File: config.mk
export PLATFORM = sky130hd
export DESIGN_NAME = serial_sub
export DESIGN_NICKNAME = d
export VERILOG_FILES = /design/src/rtl/serial_sub.sv
export SDC_FILE = /design/constraint.sdc
export NUM_CORES = 1
export LEC_CHECK = 0
export ABC_AREA = 1
export CAP_MARGIN = 20
export CORE_MARGIN = 2
export CORE_UTILIZATION = 49
export CTS_BUF_LIST = sky130_fd_sc_hd__clkbuf_4
export DETAILED_ROUTE_END_ITERATION = 10
export PLACE_DENSITY_LB_ADDON = 0.15
export SYNTH_ARGS = -nofsm -noshare
export SYNTH_HDL_FRONTEND = slang
export SYNTH_SLANG_ARGS = --single-unit
File: constraint.sdc
create_clock -name clk -period 1.4 [get_ports clk]
set_clock_uncertainty 0.2 [all_clocks]
set_input_delay 0.21 -clock clk [delete_from_list [all_inputs] [get_ports clk]]
set_output_delay 0.21 -clock clk [all_outputs]
set_load 0.01 [all_outputs]
File: src/rtl/serial_sub.sv
// serial_sub: bit-serial subtractor R = A - B, one bit per clock LSB first, then CVNZ flags.
// Latency: done pulses OP_SIZE+1 cycles after start is accepted; one operation per OP_SIZE+2 cycles.
// Backpressure: none; start is only honoured in IDLE, and a start seen while busy is dropped, not queued.
//
// Ports: clk, reset (sync, active-high), start, A/B operands in; busy, done pulse,
//        R difference and CCR {C,V,N,Z} out (both held until the next completion).
// Optional feature macro SERIAL_SUB_CMP_EN: adds a cmp input; when latched high, the
// operation updates CCR only and leaves R untouched (compare-only, like CMP).
module serial_sub #(
  parameter int OP_SIZE = 4
) (
  input  logic               clk,
  input  logic               reset,
  input  logic               start,
  input  logic [OP_SIZE-1:0] A,
  input  logic [OP_SIZE-1:0] B,
`ifdef SERIAL_SUB_CMP_EN
  input  logic               cmp,
`endif
  output logic               busy,
  output logic               done,
  output logic [OP_SIZE-1:0] R,
  output logic [3:0]         CCR
);

  localparam int CW = $clog2(OP_SIZE + 1);

  typedef enum logic [1:0] {IDLE, SHIFT, FLAGS} state_t;

  state_t             state_q, state_d;
  logic [OP_SIZE-1:0] a_sh_q, a_sh_d;
  logic [OP_SIZE-1:0] b_sh_q, b_sh_d;
  logic [OP_SIZE-1:0] res_q, res_d;
  logic               borrow_q, borrow_d;
  logic [CW-1:0]      cnt_q, cnt_d;
  // Operand sign bits kept aside: the shift registers lose them before FLAGS.
  logic               a_msb_q, a_msb_d;
  logic               b_msb_q, b_msb_d;
  logic [OP_SIZE-1:0] r_q, r_d;
  logic [3:0]         ccr_q, ccr_d;
  logic               busy_q, busy_d;
  logic               done_q, done_d;
  logic               diff_bit;
  logic               ovf;
  logic               upd_r;
`ifdef SERIAL_SUB_CMP_EN
  logic               cmp_q, cmp_d;
`endif

  always_comb begin
    state_d  = state_q;
    a_sh_d   = a_sh_q;
    b_sh_d   = b_sh_q;
    res_d    = res_q;
    borrow_d = borrow_q;
    cnt_d    = cnt_q;
    a_msb_d  = a_msb_q;
    b_msb_d  = b_msb_q;
    r_d      = r_q;
    ccr_d    = ccr_q;
    busy_d   = busy_q;
    done_d   = 1'b0;
    diff_bit = a_sh_q[0] ^ b_sh_q[0] ^ borrow_q;
    // Signed overflow: operands of opposite sign and result sign differs from minuend.
    ovf      = (a_msb_q != b_msb_q) && (res_q[OP_SIZE-1] != a_msb_q);
`ifdef SERIAL_SUB_CMP_EN
    cmp_d    = cmp_q;
    upd_r    = ~cmp_q;
`else
    upd_r    = 1'b1;
`endif

    case (state_q)
      IDLE: begin
        if (start) begin
          a_sh_d   = A;
          b_sh_d   = B;
          a_msb_d  = A[OP_SIZE-1];
          b_msb_d  = B[OP_SIZE-1];
          res_d    = '0;
          borrow_d = 1'b0;
          cnt_d    = '0;
          busy_d   = 1'b1;
          state_d  = SHIFT;
`ifdef SERIAL_SUB_CMP_EN
          cmp_d    = cmp;
`endif
        end
      end
      SHIFT: begin
        borrow_d = (~a_sh_q[0] & b_sh_q[0]) | (~(a_sh_q[0] ^ b_sh_q[0]) & borrow_q);
        // Result fills from the MSB side so bit 0 lands at the LSB after OP_SIZE shifts.
        res_d    = {diff_bit, res_q[OP_SIZE-1:1]};
        a_sh_d   = a_sh_q >> 1;
        b_sh_d   = b_sh_q >> 1;
        cnt_d    = cnt_q + CW'(1);
        if (cnt_q == CW'(OP_SIZE - 1)) begin
          state_d = FLAGS;
        end
      end
      FLAGS: begin
        if (upd_r) begin
          r_d = res_q;
        end
        ccr_d   = {borrow_q, ovf, res_q[OP_SIZE-1], (res_q == '0)};
        done_d  = 1'b1;
        busy_d  = 1'b0;
        state_d = IDLE;
      end
      default: begin
        busy_d  = 1'b0;
        state_d = IDLE;
      end
    endcase
  end

  always_ff @(posedge clk) begin
    if (reset) begin
      state_q  <= IDLE;
      a_sh_q   <= '0;
      b_sh_q   <= '0;
      res_q    <= '0;
      borrow_q <= 1'b0;
      cnt_q    <= '0;
      a_msb_q  <= 1'b0;
      b_msb_q  <= 1'b0;
      r_q      <= '0;
      ccr_q    <= 4'b0000;
      busy_q   <= 1'b0;
      done_q   <= 1'b0;
`ifdef SERIAL_SUB_CMP_EN
      cmp_q    <= 1'b0;
`endif
    end else begin
      state_q  <= state_d;
      a_sh_q   <= a_sh_d;
      b_sh_q   <= b_sh_d;
      res_q    <= res_d;
      borrow_q <= borrow_d;
      cnt_q    <= cnt_d;
      a_msb_q  <= a_msb_d;
      b_msb_q  <= b_msb_d;
      r_q      <= r_d;
      ccr_q    <= ccr_d;
      busy_q   <= busy_d;
      done_q   <= done_d;
`ifdef SERIAL_SUB_CMP_EN
      cmp_q    <= cmp_d;
`endif
    end
  end

  assign busy = busy_q;
  assign done = done_q;
  assign R    = r_q;
  assign CCR  = ccr_q;

endmodule

Yosys cells after proc, flatten, opt, wreduce, memory -nomap -nowiden
Cells that the tools add are included.

$add $sub $neg: 1. Eq/ne operators: 7. Mux-type cells: 16. Bitwise gates (word level): 8. Reduce and logical (&&, ||, !) cells: 8.

Operators by type and width (count): $pmux W4 S2 (3); $mux W4 (3); $reduce_and A2 Y1 (4); $pmux W3 S2 (1); $logic_not A4 Y1 (1); $mux W2 (2); $ne A2 B2 Y1 const B (2); $pmux W1 S2 (2); $pmux W2 S2 (1); $add A3 B1 Y3 const B (1); $eq A3 B2 Y1 const B (1); $mux W1 (3); $mux W3 (1); $not A1 Y1 (3); $and A1 B1 Y1 (2); $eq A2 B1 Y1 const B (1); $eq A2 B2 Y1 const B (1); $logic_not A2 Y1 (1); $ne A1 B1 Y1 (2); $reduce_bool A2 Y1 (1); $xor A1 B1 Y1 (2); $logic_and A1 B1 Y1 (1); $or A1 B1 Y1 (1).

Register bits after elaboration: 30. Input port bits: 11. Output and inout bits: 10. Word-level logic and storage cells: 52.

Logic depth before layout (Yosys ltp)
Gate-level depths: netlist of run 1.

Depth after elaboration: 5. Gate-level depth with buffers: 6. Depth with buffers taken out: 6.

Worst setup path after synthesis of run 1
OpenSTA, ideal clock, no wires.

Path type: reg-to-reg. Start: register a_sh_q[0]. End: register res_q[3]. Setup time: 123 ps. Data arrival time: 1004 ps. Required time: 1077 ps. Setup slack: 73 ps. Stages on the path, launching flop included: 6. Buffers on the path: 0. Clock period less this slack: 1327 ps. Path through: dfxtp_1 -> inv_1 -> fa_1 -> inv_1 -> nand2_1 -> a21oi_2.

Cells in the longest elaborated chain, start to end: 3.

RTL lines: start, declared (line 31) `logic [OP_SIZE-1:0] a_sh_q, a_sh_d;`; start signal, assigned (line 136) `a_sh_q <= a_sh_d;`; $xor A1 B1 Y1 (2 in a row) (line 63) `diff_bit = a_sh_q[0] ^ b_sh_q[0] ^ borrow_q;`; $pmux W4 S2 (line 73) `case (state_q)`; end signal, assigned (line 138) `res_q <= res_d;`; end, declared (line 33) `logic [OP_SIZE-1:0] res_q, res_d;`.

No other way between the ends. A chain may end at the register's enable or synchronous reset.

Worst setup path after layout of run 1
Same ends and word-level chain as after synthesis.

==> results.cfg, run 1 <==
[power_and_ir_drop]
p_leak_uw = 0.000692
p_total_uw = 1580
irDropWorstVdd_mv = 0.734
p_per_area_nw_per_um2 = 994

[final_layout]
fin_nets = 212
seq_area_um2 = 582
drive_gt1_frac = 0.191
final_area_um2 = 1590
multi_input_area_um2 = 604
syn_to_final_growth_pct = 20.8
fillers = 257
diodes = 0

[grt]
grt-ovfl-total = 0
antenna_found_initial = 0
grt_use_total = 0.171
grt_pass1_vias = 1002
grt_max_degree = 23
grt_pass1_wl_um = 4080

[worst_setup_path]
cpMostUsedCell = inv_1
startpoint_type = flop
critPathKind = flop to flop
path_cells = inv_1 -> fa_1 -> inv_1 -> nand2_1 -> a21oi_2
crit_family = adder cells
worst_path_max_delay_cell = fa_1
cpPeakStageDelay_ps = 530
crit_buf_inv = 2
critPathMaxFanout = 2
worstPathRequired_ps = 1430
cp.arrival_ps = 1390
crit_path_end_kind = flop

[synthesis]
async_flop_share = 0
synth.area.top_cells = dfxtp_1, nand2_1, nor2_1
synthTopCellsByCount = nand2_1, nor2_1, dfxtp_1, inv_1, nand3_1
ys_warn_count = 0
syn_inst = 172
synth.net_count = 186
syn_avg_cell_area_um2 = 7.66
netlist_area_um2 = 1320
seq_area_frac_synth = 0.441
yosysMostFrequentCell = nand2_1
synth-edff-count = 0
synth.distinct_cells = 20
synth-main-ff-cell = dfxtp_1
synth_top_area_frac = 0.441
synth_top_area_cell = dfxtp_1
synth-seq-cells = 29

[route]
drt-total-wl_um = 2390
via_per_inst = 4.72
ant_nets = 0
post_drt_wl_per_cell_um = 10.4
via_count = 1081
drtIter0Drc = 8
drc = 0
first_pass_iters = 4

[clocking]
cts.clk_slew.worst_paths_ps = 90
cts_buffer_depth = 2
numCtsBuffers = 5
clkSinkCount = 29
root_buffer = clkbuf_4
clk-insertion-delay-late_ps = 340
cts_tree = done
post-cts-setup-buffers = 0
htreeDepth = 2

[sta]
slew_violations = 0
setup_slack_ps = 42.9
slew_headroom = 0.763
tightest_slew_ps = 355
min_period_over_period = 0.969
final_hold_viol_count = 0
min_period_ps = 1360
timing.fmax_ghz = 0.737
rsz0062_at_grt = false
setup_viol = 0

[floorplanning]
die_h_um = 55.9
dieArea_um2 = 3120
die_w_um = 55.9
boundaryPins = 21
coreArea_um2 = 2520
initial_core_util = 0.522
rows = 18

[place]
dp_hpwl_um = 1750
place_ws_ps = -102
port-buffer-count = 20
place_area_um2 = 1550
gp_congestion = 0.771

[job]
cap_violations = 0

[min_path]
hold_class = flop to flop

[run_status]
status = finished clean
metrics by stage:
| stage | TNS [ps] | cells | hold slack (ps) | utilization |
|---|---|---|---|---|
| global placement | -1120 | 221 | 251 | 0.616 |
| global route | 0 | 229 | 279 | 0.631 |
| finish | 0 | 229 | 265 | 0.631 |
| detailed placement | -1600 | 221 | 259 | 0.616 |
| CTS | 0 | 229 | 267 | 0.630 |
| floorplan | 0 | 172 | 199 | - |
power breakdown:
| part | switching, µW | total, µW | internal (µW) |
|---|---|---|---|
| logic | 123 | 224 | 101 |
| registers | 24.3 | 884 | 860 |
| clock network | 293 | 474 | 181 |
worst min-delay path, delay by kind of cell, from the launching register on:
| kind | cells | cell delay [ps] |
|---|---|---|
| and+or+nand+nor | 1 | 60 |
| DFF | 1 | 310 |
| AOI/OAI and AO/OA | 1 | 50 |
per-layer routing:
layer  track usage  share of wire
met5             0              0
met4        0.0884          0.023
met2         0.279           0.44
met3        0.0767          0.059
met1         0.186           0.47
cell usage in the layout, fill, tap and decap left out:
master / synthesis / layout
dfxtp_1: 29 / 28
nand2_2: 10 / 10
nand2_1: 38 / 38
clkinv_2: 0 / 1
clkdlybuf4s50_1: 0 / 10
inv_4: 2 / 2
clkbuf_4: 0 / 5
nand3_1: 11 / 11
o21ai_0: 6 / 6
inv_1: 16 / 16
ha_1: 2 / 2
o21ai_4: 1 / 1
clkinv_1: 0 / 2
clkdlybuf4s15_1: 0 / 3
dlygate4sd2_1: 0 / 6
nand2_4: 1 / 1
buf_12: 0 / 1
clkbuf_2: 0 / 1
nor3_1: 2 / 2
a21oi_2: 9 / 9
fa_1: 1 / 1
buf_4: 1 / 5
dfxtp_2: 0 / 1
a21oi_1: 5 / 5
nor2_4: 1 / 1
nor2_1: 31 / 31
sequential cells by signal (all words and copies together), names as in the netlist:
| register | count |
|---|---|
| done | 1 |
| a_sh_q | 4 |
| borrow_q | 1 |
| res_q | 4 |
| R | 3 |
| b_sh_q | 4 |
| busy | 1 |
| state_q | 2 |
| b_msb_q | 1 |
| a_msb_q | 1 |
| CCR | 4 |
| cnt_q | 3 |
final timing paths:
kind,startpoint,end,slack (ps),cells past startpoint
min,CCR[0],CCR[0],260,2
min reg2reg,CCR[0],CCR[0],260,2
max reg2reg,a_sh_q[0],res_q[3],40,5
max,a_sh_q[0],res_q[3],40,5
cells by family (layout without fill, tap and decap cells):
group | count (synthesis) | count (layout) | share of synthesized area
buffers and inverters | 25 | 52 | 0.101
and+or+nand+nor | 94 | 94 | 0.311
adders and majority gates | 3 | 3 | 0.0342
DFF | 29 | 29 | 0.441
AOI/OAI and AO/OA | 21 | 21 | 0.114
final cells by class:
| type | count | area share |
|---|---|---|
| multi-input combinational | 118 | 0.380 |
| timing repair buffer | 26 | 0.154 |
| inverter | 18 | 0.0456 |
| clock buffer | 5 | 0.0236 |
| sequential | 29 | 0.366 |
| clock inverter | 3 | 0.00786 |
| tap | 30 | 0.0236 |
what timing repair did:
action | CTS | global route
resized for setup | 10 | 6
setup endpoints to repair | 10 | 4
hold buffers | 0 | 0
(Power assumes the default switching activity.)
==> run 2: changes to the inputs <==
- CORE_MARGIN: 2 -> default
==> run 2 against run 1 <==
  * Via count rose by 3.2%
  * Flip-flop and latch count unchanged
  * Sequential share of layout area rose by 0.11 points
  * Highest routed layer unchanged
  * Largest cell class unchanged
  * First-iteration DRC count increased by 88%
  * Die area down 7.0%
  * Power is 0.24% lower
  * Clock-buffer cell count unchanged
  * Register-to-register slack hardly changed
==> results.cfg, run 2 (synthesis gave the netlist of run 1 again) <==
[run_status]
status = finished clean

[worst_setup_path]
reg2reg_from = a_sh_q[0]
critPathMaxFanout = 2
worstPathRequired_ps = 1430
r2r_cells = 5
cp.arrival_ps = 1370
r2r_slack_ps = 60
rr_endpoint = res_q[3]
crit_path_end_kind = flop
critPathKind = flop to flop
cp-startpoint = a_sh_q[0]
startpoint_type = flop

[clocking]
cts.clk_slew.worst_paths_ps = 90
htreeDepth = 2
cts_tree = done
postCtsHoldBufs = 0
numCtsBuffers = 5
clkSinkCount = 29
root_buffer = clkbuf_4
cts_buffer_depth = 2
post-cts-setup-buffers = 0
clk-insertion-delay-late_ps = 320

[route]
via_count = 1116
drtIter0Drc = 15
via_per_inst = 4.87
first_pass_iters = 4
drt-total-wl_um = 2420
ant_nets = 0
post_drt_wl_per_cell_um = 10.6
drc = 0

[place]
gp_congestion = 0.767
dp_hpwl_um = 1690
port-buffer-count = 20

[final_layout]
syn_to_final_growth_pct = 20.7
fin_nets = 212
final_common_cell = nand2_1
final_cell_mix = nand2_1, nor2_1, dfxtp_1
drive_gt1_frac = 0.201
diodes = 0

[floorplanning]
boundaryPins = 21
coreArea_um2 = 2500
die_w_um = 53.9
initial_core_util = 0.527
die_h_um = 53.9
dieArea_um2 = 2900
rows = 18

[grt]
grt_pass1_vias = 941
antenna_found_initial = 0
grt_max_degree = 23
grt_use_total = 0.202
grt-ovfl-total = 0
grt_pass1_wl_um = 4090

[sta]
slew_violations = 0
final_hold_viol_count = 0
setup_viol = 0
rsz0062_at_grt = false
finalSetupTns_ps = 0
hold_ws_ps = 267
min_period_over_period = 0.959
tightest_slew_ps = 349
timing.fmax_ghz = 0.745
min_period_ps = 1340
slew_headroom = 0.767

[min_path]
worstHoldStart = a_msb_q
hold_class = flop to flop
hold_end = a_msb_q
whs_path_depth = 2

[job]
cap_violations = 0

[power_and_ir_drop]
irDropWorstVdd_mv = 0.658
p_leak_uw = 0.000700
p_per_area_nw_per_um2 = 993
==> run 2: cell count changes in the layout (fill, tap and decap cells not counted), sizes merged <==
| cell | previous run | this run |
|---|---|---|
| dlygate4sd2 | 6 | 8 |
| clkdlybuf4s15 | 3 | 1 |
==> run 2: per-layer routing <==
metal / wire (µm) / up-vias / track usage
met3: 107 / 5 / 0.0593
met5: 0 / - / 0
met4: 31 / 0 / 0.0921
met2: 1130 / 23 / 0.309
met1: 1150 / 506 / 0.261
li1: - / 582 / -
==> run 2: worst max-delay path by stage <==
stage | endpoint | slack, ps | depth (start not counted)
after global placement | b_sh_q[0] | -80 | 6
after floorplan | res_q[3] | 70 | 5
after detailed placement | a_sh_q[0] | -100 | 6
after CTS | R[3] | 30 | 1
final | res_q[3] | 60 | 5
after global routing | R[2] | 2 | 1
==> run 2: stage by stage <==
| stage | total power [µW] | setup WS (ps) | instance area (µm²) | std cells | util |
|---|---|---|---|---|---|
| floorplan | 1060 | 73.5 | 1320 | 172 | - |
| global placement | 1120 | -78.6 | 1550 | 221 | 0.621 |
| detailed placement | 1130 | -103 | 1550 | 221 | 0.621 |
| CTS | 1590 | 31.8 | 1590 | 229 | 0.636 |
| global route | 1670 | 1.93 | 1590 | 229 | 0.636 |
| finish | 1580 | 57.0 | 1590 | 229 | 0.636 |
==> run 2: area by class of cell <==
class                      instances  area [µm²]
inverter                          18        72.6
tap                               30        37.5
fill                             220         910
clock inverter                     3        12.5
clock buffer                       5        37.5
timing repair buffer              26         243
multi-input combinational        118         604
sequential                        29         583
==> run 2: critical path, cell delays in order, from the launching register on <==
cell     delay (ps)
dfxtp_2         330
inv_2            40
fa_1            520
inv_1            40
nand2_1          70
a21oi_2          50
==> run 2: power by group <==
group	total [µW]	internal, µW	switching, µW
registers	886	861	25.3
clock network	466	181	285
logic	226	101	125
total	1580	1140	436
==> run 2: what timing repair did <==
item,CTS,global route
gates resized for setup,10,6
setup endpoints to repair,10,4
pin swaps,0,0
==> run 3: changes to the inputs <==
- CORE_MARGIN: default -> 2
==> results of run 3 <==
Same layout as run 1: the final DEF is identical, and so are final timing and power.
